--- config.mk ---
export PLATFORM = sky130hd
export DESIGN_NAME = shift_frame_collector
export DESIGN_NICKNAME = d
export VERILOG_FILES = /design/src/rtl/shift_frame_collector.sv
export SDC_FILE = /design/constraint.sdc
export NUM_CORES = 1
export LEC_CHECK = 0
export CAP_MARGIN = 20
export CORE_ASPECT_RATIO = 2
export CORE_UTILIZATION = 58
export DETAILED_ROUTE_END_ITERATION = 7
export PLACE_DENSITY = 0.93
export RECOVER_POWER = 25
export SLEW_MARGIN = 20
export SYNTH_ARGS = -nofsm -noshare
export SYNTH_HDL_FRONTEND = slang
export SYNTH_SLANG_ARGS = --single-unit
export TNS_END_PERCENT = 1
--- constraint.sdc ---
create_clock -name clk -period 4.3 [get_ports clk]
set_clock_uncertainty 0.2 [all_clocks]
set_input_delay 0.43 -clock clk [delete_from_list [all_inputs] [get_ports clk]]
set_output_delay 0.43 -clock clk [all_outputs]
set_load 0.02 [all_outputs]
--- src/rtl/shift_frame_collector.sv ---
// Serial-to-parallel frame collector with a small valid/ready output FIFO; 1 cycle last bit -> out_valid.
// Backpressure: a completed frame is dropped (sticky overflow) when the FIFO is full and not popping.
// Optional SHIFT_COLLECT_PARITY_EN: each frame carries a trailing even-parity bit checked into parity_err.
module shift_frame_collector #(
    parameter int WIDTH = 8,
    parameter int DEPTH = 2
) (
    input  logic             clk,
    input  logic             rst,
    input  logic             serial_in,
    input  logic             bit_valid,
    input  logic             msb_first,
    input  logic             flush,
    output logic [WIDTH-1:0] out_data,
    output logic             out_valid,
    input  logic             out_ready,
    output logic [3:0]       bit_count,
    output logic             overflow,
    output logic             parity_err
);

    localparam int PW = (DEPTH > 1) ? $clog2(DEPTH) : 1;
    localparam int CW = PW + 1;
    localparam logic [3:0]    FRAME_BITS = 4'(WIDTH);
    localparam logic [CW-1:0] FULL_CNT   = CW'(DEPTH);

    typedef enum logic [1:0] {
        IDLE    = 2'd0,
        COLLECT = 2'd1,
        PARITY  = 2'd2
    } state_t;

    state_t           state, state_nxt;
    logic [WIDTH-1:0] sreg, sreg_nxt, shifted;
    logic             frame_msb, frame_msb_nxt, dir;
    logic [3:0]       cnt_nxt;
    logic             push;
    logic [WIDTH-1:0] push_word;

    logic [WIDTH-1:0] mem [DEPTH];
    logic [PW-1:0]    wr_ptr, rd_ptr;
    logic [CW-1:0]    count;
    logic             pop, full, accept;

    assign pop       = out_valid && out_ready;
    assign full      = (count == FULL_CNT);
    assign accept    = push && (!full || pop);
    assign out_valid = (count != '0);
    assign out_data  = mem[rd_ptr];

`ifdef SHIFT_COLLECT_PARITY_EN
    logic par_bad;
`endif

    always_comb begin
        // Direction is taken live on the first bit, then from the per-frame latch.
        dir           = (state == IDLE) ? msb_first : frame_msb;
        shifted       = dir ? {sreg[WIDTH-2:0], serial_in} : {serial_in, sreg[WIDTH-1:1]};
        state_nxt     = state;
        sreg_nxt      = sreg;
        frame_msb_nxt = frame_msb;
        cnt_nxt       = bit_count;
        push          = 1'b0;
        push_word     = shifted;
`ifdef SHIFT_COLLECT_PARITY_EN
        par_bad       = 1'b0;
`endif
        if (flush) begin
            state_nxt = IDLE;
            cnt_nxt   = '0;
        end else if (bit_valid) begin
            case (state)
                IDLE, COLLECT: begin
                    sreg_nxt  = shifted;
                    cnt_nxt   = bit_count + 4'd1;
                    state_nxt = COLLECT;
                    if (state == IDLE) begin
                        frame_msb_nxt = msb_first;
                    end
                    if (cnt_nxt == FRAME_BITS) begin
`ifdef SHIFT_COLLECT_PARITY_EN
                        state_nxt = PARITY;
`else
                        push      = 1'b1;
                        state_nxt = IDLE;
                        cnt_nxt   = '0;
`endif
                    end
                end
`ifdef SHIFT_COLLECT_PARITY_EN
                PARITY: begin
                    push      = 1'b1;
                    push_word = sreg;
                    par_bad   = ^{sreg, serial_in};
                    state_nxt = IDLE;
                    cnt_nxt   = '0;
                end
`endif
                default: begin
                    state_nxt = IDLE;
                    cnt_nxt   = '0;
                end
            endcase
        end
    end

    always_ff @(posedge clk) begin
        if (rst) begin
            state     <= IDLE;
            sreg      <= '0;
            frame_msb <= 1'b0;
            bit_count <= '0;
        end else begin
            state     <= state_nxt;
            sreg      <= sreg_nxt;
            frame_msb <= frame_msb_nxt;
            bit_count <= cnt_nxt;
        end
    end

    // When full, wr_ptr == rd_ptr; a concurrent pop frees that slot as the new tail.
    always_ff @(posedge clk) begin
        if (rst) begin
            for (int i = 0; i < DEPTH; i++) begin
                mem[i] <= '0;
            end
            wr_ptr   <= '0;
            rd_ptr   <= '0;
            count    <= '0;
            overflow <= 1'b0;
        end else begin
            if (accept) begin
                mem[wr_ptr] <= push_word;
                wr_ptr      <= wr_ptr + 1'b1;
            end
            if (pop) begin
                rd_ptr <= rd_ptr + 1'b1;
            end
            if (accept && !pop) begin
                count <= count + 1'b1;
            end else if (!accept && pop) begin
                count <= count - 1'b1;
            end
            if (push && !accept) begin
                overflow <= 1'b1;
            end
        end
    end

`ifdef SHIFT_COLLECT_PARITY_EN
    always_ff @(posedge clk) begin
        if (rst) begin
            parity_err <= 1'b0;
        end else if (push && par_bad) begin
            parity_err <= 1'b1;
        end
    end
`else
    assign parity_err = 1'b0;
`endif

endmodule

Word-level counts from Yosys, hierarchy flattened
Memories as Yosys holds them, arrays and structs flattened. A register that Yosys moved wholly into a read port is not among the register bits.
Index checks and enable logic that the tools add are counted.

storage, ports and cells
  register bits = 20
  bits in writable memories = 16
  bits of input ports = 7
  output and inout port bits = 15
  logic and storage cells = 56
  memories kept = 1

memories
  memory  words  width  rd ports  clocked after memory_dff  wr ports  line  RTL
  mem     2      8      1         1                         2         40    logic [WIDTH-1:0] mem [DEPTH];

operators by class
  $add $sub $neg = 5
  eq/ne operators = 3
  muxes and demuxes = 22
  bitwise operators = 1
  reductions and logical operators = 16

operator list
  kind                 number
  $mux 8               2
  $mux 1               15
  $mux 4               2
  $reduce_or 8->1      1
  $mux 2               3
  $logic_and 1x1->1    5
  $add 4x1->4 const B  1
  $eq 4x4->1 const B   1
  $reduce_bool 2->1    2
  $reduce_or 2->1      2
  $logic_not 1->1      3
  $reduce_and 3->1     1
  $add 1x1->1 const B  2
  $add 2x1->2 const B  1
  $eq 2x1->1 const B   1
  $eq 2x2->1 const B   1
  $logic_not 2->1      1
  $sub 2x1->2 const B  1
  $logic_or 1x1->1     1
  $not 1->1            1

Longest topological paths before layout
Gate-level depths: netlist of the first run.

  depth after elaboration = 12
  mapped depth = 9

Least setup slack after synthesis of the first run
No wires, ideal clock.

  kind = flip-flop to flip-flop
  start point = reg bit_count[0]
  end point = reg count[1]
  arrival time = 2.064 ns
  required time = 4.029 ns
  setup slack = 1.966 ns
  cell stages (with the launch flop) = 9
  buffers on the path = 1
  clock period less this slack = 2.334 ns
  cell sequence = dfxtp_1 -> ha_1 -> and4b_1 -> buf_2 -> o211ai_1 -> inv_1 -> ha_1 -> or3_1 -> a21oi_1

between the ends
  word-level cells in the longest chain between the ends = 10
  elaborated cells between the ends (all ways) = 12
  those cells by class = add/sub: 1; eq/ne: 1; mux: 5; reduce/logical: 5

ends and longest elaborated chain
  element                             line  RTL
  from (decl)                         17    output logic [3:0] bit_count,
  from (signal assigned)              117   bit_count <= cnt_nxt;
  $add 4x1->4 *                       75    cnt_nxt = bit_count + 4'd1;
  $eq 4x4->1 *                        80    if (cnt_nxt == FRAME_BITS) begin
  $mux 1 *                            80
  $mux 1 *                            72    case (state)
  $mux 1 *                            71    end else if (bit_valid) begin
  $mux 1 *                            68    if (flush) begin
  $logic_and 1x1->1 *                 47    assign accept = push && (!full || pop);
  named net accept                    43    logic pop, full, accept;
  $logic_not 1->1                     141   end else if (!accept && pop) begin
  $logic_and 1x1->1                   141
  $reduce_bool 2->1 (no source line)  n/a
  to (signal assigned)                140   count <= count + 1'b1;
  to (signal assigned)                142   count <= count - 1'b1;
  to (decl)                           42    logic [CW-1:0] count;

Mark *: on every way through the listed nets, which the timed path passes. The rest lies on a longest branch.
A chain may end at the register's enable or synchronous reset.

==> impl_results.md, run 1 <==
* Post-route cell area at 1910 um^2
* Minimum clock period at 2.65 ns
* Post-synth cell types at 36
* Hold Path Stages at 2
* Worst reg-to-reg path cell count at 4
* Worst hold endpoint: overflow
* Num CTS Buffers at 5
* 1st-iter DRT viols at 33
* Arr. time, crit path at around 2.4 ns
* Area leader, netlist: edfxtp_1
* Final WL at ~3.0 mm
* Hold Startpoint: overflow
* WL per Instance at between 15 and 20 um
* Area grow syn2layout at 13.4%
* Slowest cell on crit path: dlygate4sd3_1
* Total global routing overflow at 0
* Final antenna-violating net count at 0
* Max Transition Viols Final at 0
* Vias post-DR at about 1,200
* CP delay by family, top: simple AND/OR/NAND/NOR gates
* Setup_tns at 0 ns
* CP max FO at 9
* Worst R2R End: mem[1][2]
* Resized cells post-CTS at 0
* Measured slew at the worst slew-check pin at 0.987 ns
* Fin. Hold Viols at 0
* Post-CTS Hold Fix Bufs at 0
* Initial antenna violation count at 0
* Max rail drop VDD at about 0.35 mV
* Critical path class: in2reg
* Crit-path cells: dlygate4sd3_1 > and4b_1 > o2111ai_1 > nand2b_1
* First-pass GRT wire length at 4.86 mm
* FF-to-FF setup slack at 1.72 ns
* Die footprint at approximately 3100 um^2
* FF-to-FF Start: bit_count[0]
* CP bufs+invs at 1
* CTS Sinks at 36
* CTS tree: built
* Avg Cell Area, Syn at 11.3 um^2
* Post-CTS Setup Inserts at 0
* Syn_nets at between 150 and 200
* Share of cells above drive strength 1 at a little over a tenth
* Drt pass-1 iters at 4
* Area of the mapped netlist at ~1700 um^2
* CP Launch Type: input port
* Mapped Cells at 149
* Routability cong. at between 0.8 and 0.9
* Largest net degree at the start of global routing at 40
* Total Routing Usage GR at a little under a quarter
* Top post-synthesis cells by area: edfxtp_1 (28%), dfxtp_1 (24%), mux2i_1 (6.5%)
* Area post-placement at 1870 um^2
* Clk_lat worst skew at 0.29 ns
* Synth warn at 0
* Core area at about 2800 um^2
* Vias per inst at ~6.1
* Max stage delay on crit path at roughly 0.71 ns
* Register area share after synthesis at between 50% and 60%
* Port bufs at 20
* I/O pins at 22
* Worst EP required at 4.04 ns
* Die width at approximately 40 um
* Lkg Pwr at 0.708 nW
* Unrepaired setup endpoints after global routing: false
* Relative slew slack at ~34%
* Vias in the first global route at approximately 1,100
* Setup crit end kind: register
* Post-detail-place hpwl at between 2 and 2.5 mm
* Starting density of the core at 60.9%
* Root buf cell: clkbuf_8
* Period utilization at 61.7%
* # DRC at 0
* CTS clk-pin slew, worst paths at approximately 0.07 ns
* Clock buffer depth at 2
* Chip Height at slightly below 80 um
* # setup viols final at 0
* Number of placement rows at 27
* Pwr dens at 342 nW/um^2
* Fmax at roughly 380 MHz
* Hold crit path type: reg2reg
* Max-Cap Viols at 0
* Antenna cells at 0
* Nets at around 170
* Top-area cell type share of the netlist area at 28.5%
* Outcome: completed
* Max H-tree Level at 2
* #FFs+latches synth at 36
## placed cells by master (no fill, tap or decap), drive strengths merged
cell type,synthesis,final
or4,1,1
conb,1,1
nor4,1,1
or2,1,1
clkinv,0,2
and3b,1,1
o2111ai,2,2
o2bb2ai,1,1
or3b,1,1
edfxtp,16,16
nor2,14,14
nand2,3,3
nor3b,2,2
inv,3,3
dlygate4sd3,0,7
dfxtp,20,20
nor3,19,19
xor2,4,4
buf,6,1
nor2b,1,1
ha,2,2
mux2i,12,12
o21ai,3,3
o2111a,1,1
a31oi,1,1
o211ai,2,2
a21oi,3,3
mux2,8,8
a211oi,9,9
clkdlybuf4s50,0,13
or3,1,1
nand2b,2,2
and4b,1,1
clkbuf,6,5
a21boi,1,1
## synth_stat cells
cell type,number
buf_4,2
a21boi_2,1
or3_1,1
o2111ai_4,2
mux2i_1,11
nor2b_1,1
mux2_2,8
o21ai_0,3
edfxtp_1,16
inv_1,3
a211oi_1,9
clkbuf_1,4
and3b_1,1
or2_2,1
or4_1,1
dfxtp_1,20
nor2_1,14
clkbuf_2,2
nor3b_1,2
a21oi_1,3
ha_1,2
nand2_1,3
nand2b_1,2
and4b_1,1
or3b_2,1
nor4_1,1
o2bb2ai_1,1
buf_2,3
o2111a_1,1
buf_1,1
o211ai_1,2
xor2_1,4
conb_1,1
mux2i_4,1
a31oi_1,1
nor3_1,19
## worst max-delay path by stage
stage	startpoint	to	slack, ns	cells after the start
3_3_place_gp	bit_valid	count[1]	1.60	7
2_1_floorplan	bit_count[0]	count[1]	1.97	8
6_report	bit_valid	mem[1][2]	1.65	4
4_1_cts	bit_valid	count[1]	1.83	7
3_5_place_dp	bit_valid	count[1]	1.52	7
5_1_grt	bit_valid	mem[0][7]	1.48	4
## final cells by class
class                   count  area (um^2)
inverters                   3         11.3
repair buffers             21          208
well taps                  29         36.3
fillers                   209          857
multi-input cells          98          701
flip-flops and latches     36          881
clock buffers               5         68.8
clock inverters             2         7.51
## tightest hold or removal path, cell delays in order, from the launching register on
cell and delay (ns):
dfxtp_1 0.31, inv_1 0.04, a21oi_1 0.05
## sequential cells by signal, indices dropped and copies added (netlist names), named ones only
name and cells:
frame_msb 1, rd_ptr 1, wr_ptr 1, count 2, mem 16, state 1, overflow 1, bit_count 4
sreg 8
## per-layer routing
| metal | up-vias | GRT usage (%) | part of all wire (%) | routed length (um) |
|---|---|---|---|---|
| li1 | 579 | - | - | - |
| met2 | 33 | 39.4 | 57 | 1700 |
| met1 | 574 | 23.9 | 38 | 1130 |
| met4 | 0 | 10.3 | 2.3 | 68 |
| met5 | - | 0 | 0 | 0 |
| met3 | 7 | 3.67 | 3.5 | 106 |
## stage by stage
step                util (%)  total power, W  worst slack [ns]  cells  hold WS [ns]
floorplan                  -        0.000422              1.97    149         0.272
detailed placement      67.6        0.000441              1.52    187         0.248
finish                  69.1        0.000654              1.65    194         0.249
CTS                     70.3        0.000655              1.83    194         0.258
global placement        67.6        0.000437              1.60    187         0.237
global route            69.1        0.000674              1.48    194         0.271
## cell families (layout without fill, tap and decap cells)
| family | Yosys count | in the layout | share of synthesized area, % |
|---|---|---|---|
| and+or+nand+nor | 48 | 48 | 14.6 |
| DFF | 36 | 36 | 52.2 |
| AOI/OAI and AO/OA | 23 | 23 | 12.0 |
| muxes | 20 | 20 | 13.2 |
| buffers and inverters | 15 | 31 | 4.15 |
| xor gates and xnor gates | 4 | 4 | 2.08 |
| adders and majority gates | 2 | 2 | 1.48 |
| other | 1 | 1 | 0.222 |
## where the power goes
part | total [W] | internal (W) | switching [W] | leakage [nW]
Clock | 0.000221 | 0.000107 | 0.000114 | 0.0391
Combinational | 0.0000584 | 0.0000247 | 0.0000336 | 0.341
Sequential | 0.000375 | 0.000368 | 0.00000715 | 0.328
Total | 0.000654 | 0.000499 | 0.000155 | 0.708
(Power assumes the default switching activity.)
==> inputs of run 2 (changes only) <==
- CORE_UTILIZATION: 58 -> 49
- PLACE_DENSITY: 0.93 -> 0.85
- clock period: 4.3 -> 2.4 ns (I/O delays scaled with it)
==> run 2 against run 1 <==
  * The flow now finishes with violations (DRC)
  * Design area increased by 7.8%
  * Worst setup slack got worse by 1.4 ns
  * Global-route usage decreased by 3.2 points
  * Critical path depth increased by 3
  * Clock-buffer cell count unchanged
  * Non-clock buffer count increased by 11
  * Flip-flop and latch count unchanged
  * First-iteration DRC count decreased by 24%
  * Sequential share of layout area decreased by 3.3 points
  * Wire length increased by 3.9%
  * Clock power increased by 140%
  * Sequential power increased by 79%
==> impl_results.md, run 2 (synthesized netlist as in run 1, its figures left out) <==
* Outcome: complete, but fails checks
* Failing checks: DRC
* Share of cells above drive strength 1 at a little under a fifth
* Worst EP required at ~2.4 ns
* Period utilization at between 90% and 100%
* Die footprint at 3690 um^2
* Vias in the first global route at approximately 1,200
* # DRC at 6
* Measured slew at the worst slew-check pin at just over 0.6 ns
* I/O pins at 22
* WL per Instance at roughly 15 um
* CTS tree: built
* Crit path to: count[1]
* Critical path startpoint: bit_count[0]
* Setup crit end kind: register
* Num CTS Buffers at 5
* FF-to-FF Start: bit_count[0]
* Area occupied by multi-input gates at approximately 740 um^2
* Post-detail-place hpwl at ~2.4 mm
* Initial antenna violation count at 0
* Nets at 185
* Arr. time, crit path at approximately 2.2 ns
* Post-Place Cells at 200
* Most frequent cells in the layout: dfxtp_1 (20), nor3_1 (19), clkdlybuf4s50_1 (17), edfxtp_1 (16), nor2_1 (14)
* Vias post-DR at about 1,200
* Port bufs at 20
* Most common cell after layout, fill and taps aside: dfxtp_1
* Total global routing overflow at 0
* Final antenna-violating net count at 0
* Largest net degree at the start of global routing at 26
* Root buf cell: clkbuf_8
* Clock buffer depth at 2
* Clk_lat worst skew at roughly 0.29 ns
* FF-to-FF setup slack at ~0.21 ns
* Core area at around 3200 um^2
* CP Launch Type: register
* Fmax at 456 MHz
* Max H-tree Level at 2
* Chip Height at ~85 um
* Drt pass-1 iters at 8
* Minimum clock period at ~2.2 ns
* Max FFs per register at 16
* Storage cell area at 881 um^2
* Largest registers: mem (16), sreg (8), bit_count (4)
* Die width at 43.5 um
* Max rail drop VDD at approximately 0.6 mV
* Hold crit path type: reg2reg
* Max Transition Viols Final at 0
* Relative slew slack at 59.1%
* Final WL at 3.12 mm
* CTS clk-pin slew, worst paths at ~0.07 ns
* Critical path class: reg2reg
* Post-route cell area at 2060 um^2
* Top reg by flops: mem
* CP max FO at 8
* Max-Cap Viols at 0
* First-pass GRT wire length at 5.19 mm
* Starting density of the core at between 50% and 60%
* CTS Sinks at 36
* Fillers at around 260
* Number of placement rows at 29
* Area grow syn2layout at 22.3%
* Unrepaired setup endpoints after global routing: false
* Post-route insts no fill at ~210
* Total Routing Usage GR at 19.3%
* Worst reg-to-reg path cell count at 7
* Post-CTS Setup Inserts at 0
* Fin. Hold Viols at 0
* Vias per inst at about 5.7
* 1st-iter DRT viols at 25
* Routability cong. at 0.784
* Antenna cells at 0
* Pwr dens at around 630 nW/um^2
* # setup viols final at 0
* Area post-placement at just under 2000 um^2
* Worst R2R End: count[1]
* Lkg Pwr at about 0.75 nW
## run 2: cell types whose count changed in the layout (fill, tap and decap cells not counted), sizes merged, moves of 2 or more
cell           delta
clkdlybuf4s50     +4
dlygate4sd3       -4
buf               +9
clkbuf            +2
## run 2: timing repair
| action | in CTS | in global routing |
|---|---|---|
| hold buffers | 0 | 0 |
| resized for setup | 0 | 2 |
| hold endpoints to repair | 0 | 0 |
| setup endpoints to repair | 0 | 9 |
## run 2: worst min path at each step
stage	startpoint	to	slack, ns	depth (start not counted)
global route	overflow	overflow	0.28	2
global placement	overflow	overflow	0.24	2
detailed placement	overflow	overflow	0.25	2
CTS	overflow	overflow	0.26	2
finish	overflow	overflow	0.25	2
floorplan	msb_first	frame_msb	0.19	2
## run 2: worst max-delay path, stage by stage, from the launching register on
cell      delay, ns
dfxtp_1        0.46
ha_2           0.27
and4b_1        0.24
o211ai_1       0.12
inv_1          0.07
ha_1           0.23
or3_1          0.37
a21oi_1        0.15
## run 2: power by group
part,total [W],internal [W],switching (W)
clock network,0.000526,0.000307,0.000219
logic,0.000110,0.0000490,0.0000608
registers,0.000671,0.000659,0.0000127
## run 2: metal layers
metal,vias up,track usage (%),routed length (um)
met1,568,17.9,1120
met3,7,4.68,90
li1,598,-,-
met2,21,35.8,1830
met5,-,0,0
met4,0,11.1,77
## run 2: layout make-up
type / count / area share, %
sequential: 36 / 42.7
multi-input combinational: 98 / 35.7
timing repair buffer: 32 / 13.7
clock buffer: 5 / 3.34
clock inverter: 3 / 2.06
tap: 31 / 1.88
inverter: 3 / 0.546
## run 2: through the flow
stage | setup slack (ns) | hold slack (ns) | total power, W | util [%] | setup TNS [ns]
4_1_cts | 0.0879 | 0.259 | 0.00132 | 64.0 | 0
2_1_floorplan | 0.0658 | 0.187 | 0.000755 | - | 0
6_report | 0.208 | 0.250 | 0.00131 | 63.9 | 0
3_3_place_gp | 0.0594 | 0.239 | 0.000789 | 60.6 | 0
5_1_grt | 0.0506 | 0.281 | 0.00136 | 63.9 | 0
3_5_place_dp | -0.00162 | 0.249 | 0.000796 | 60.6 | -0.00162
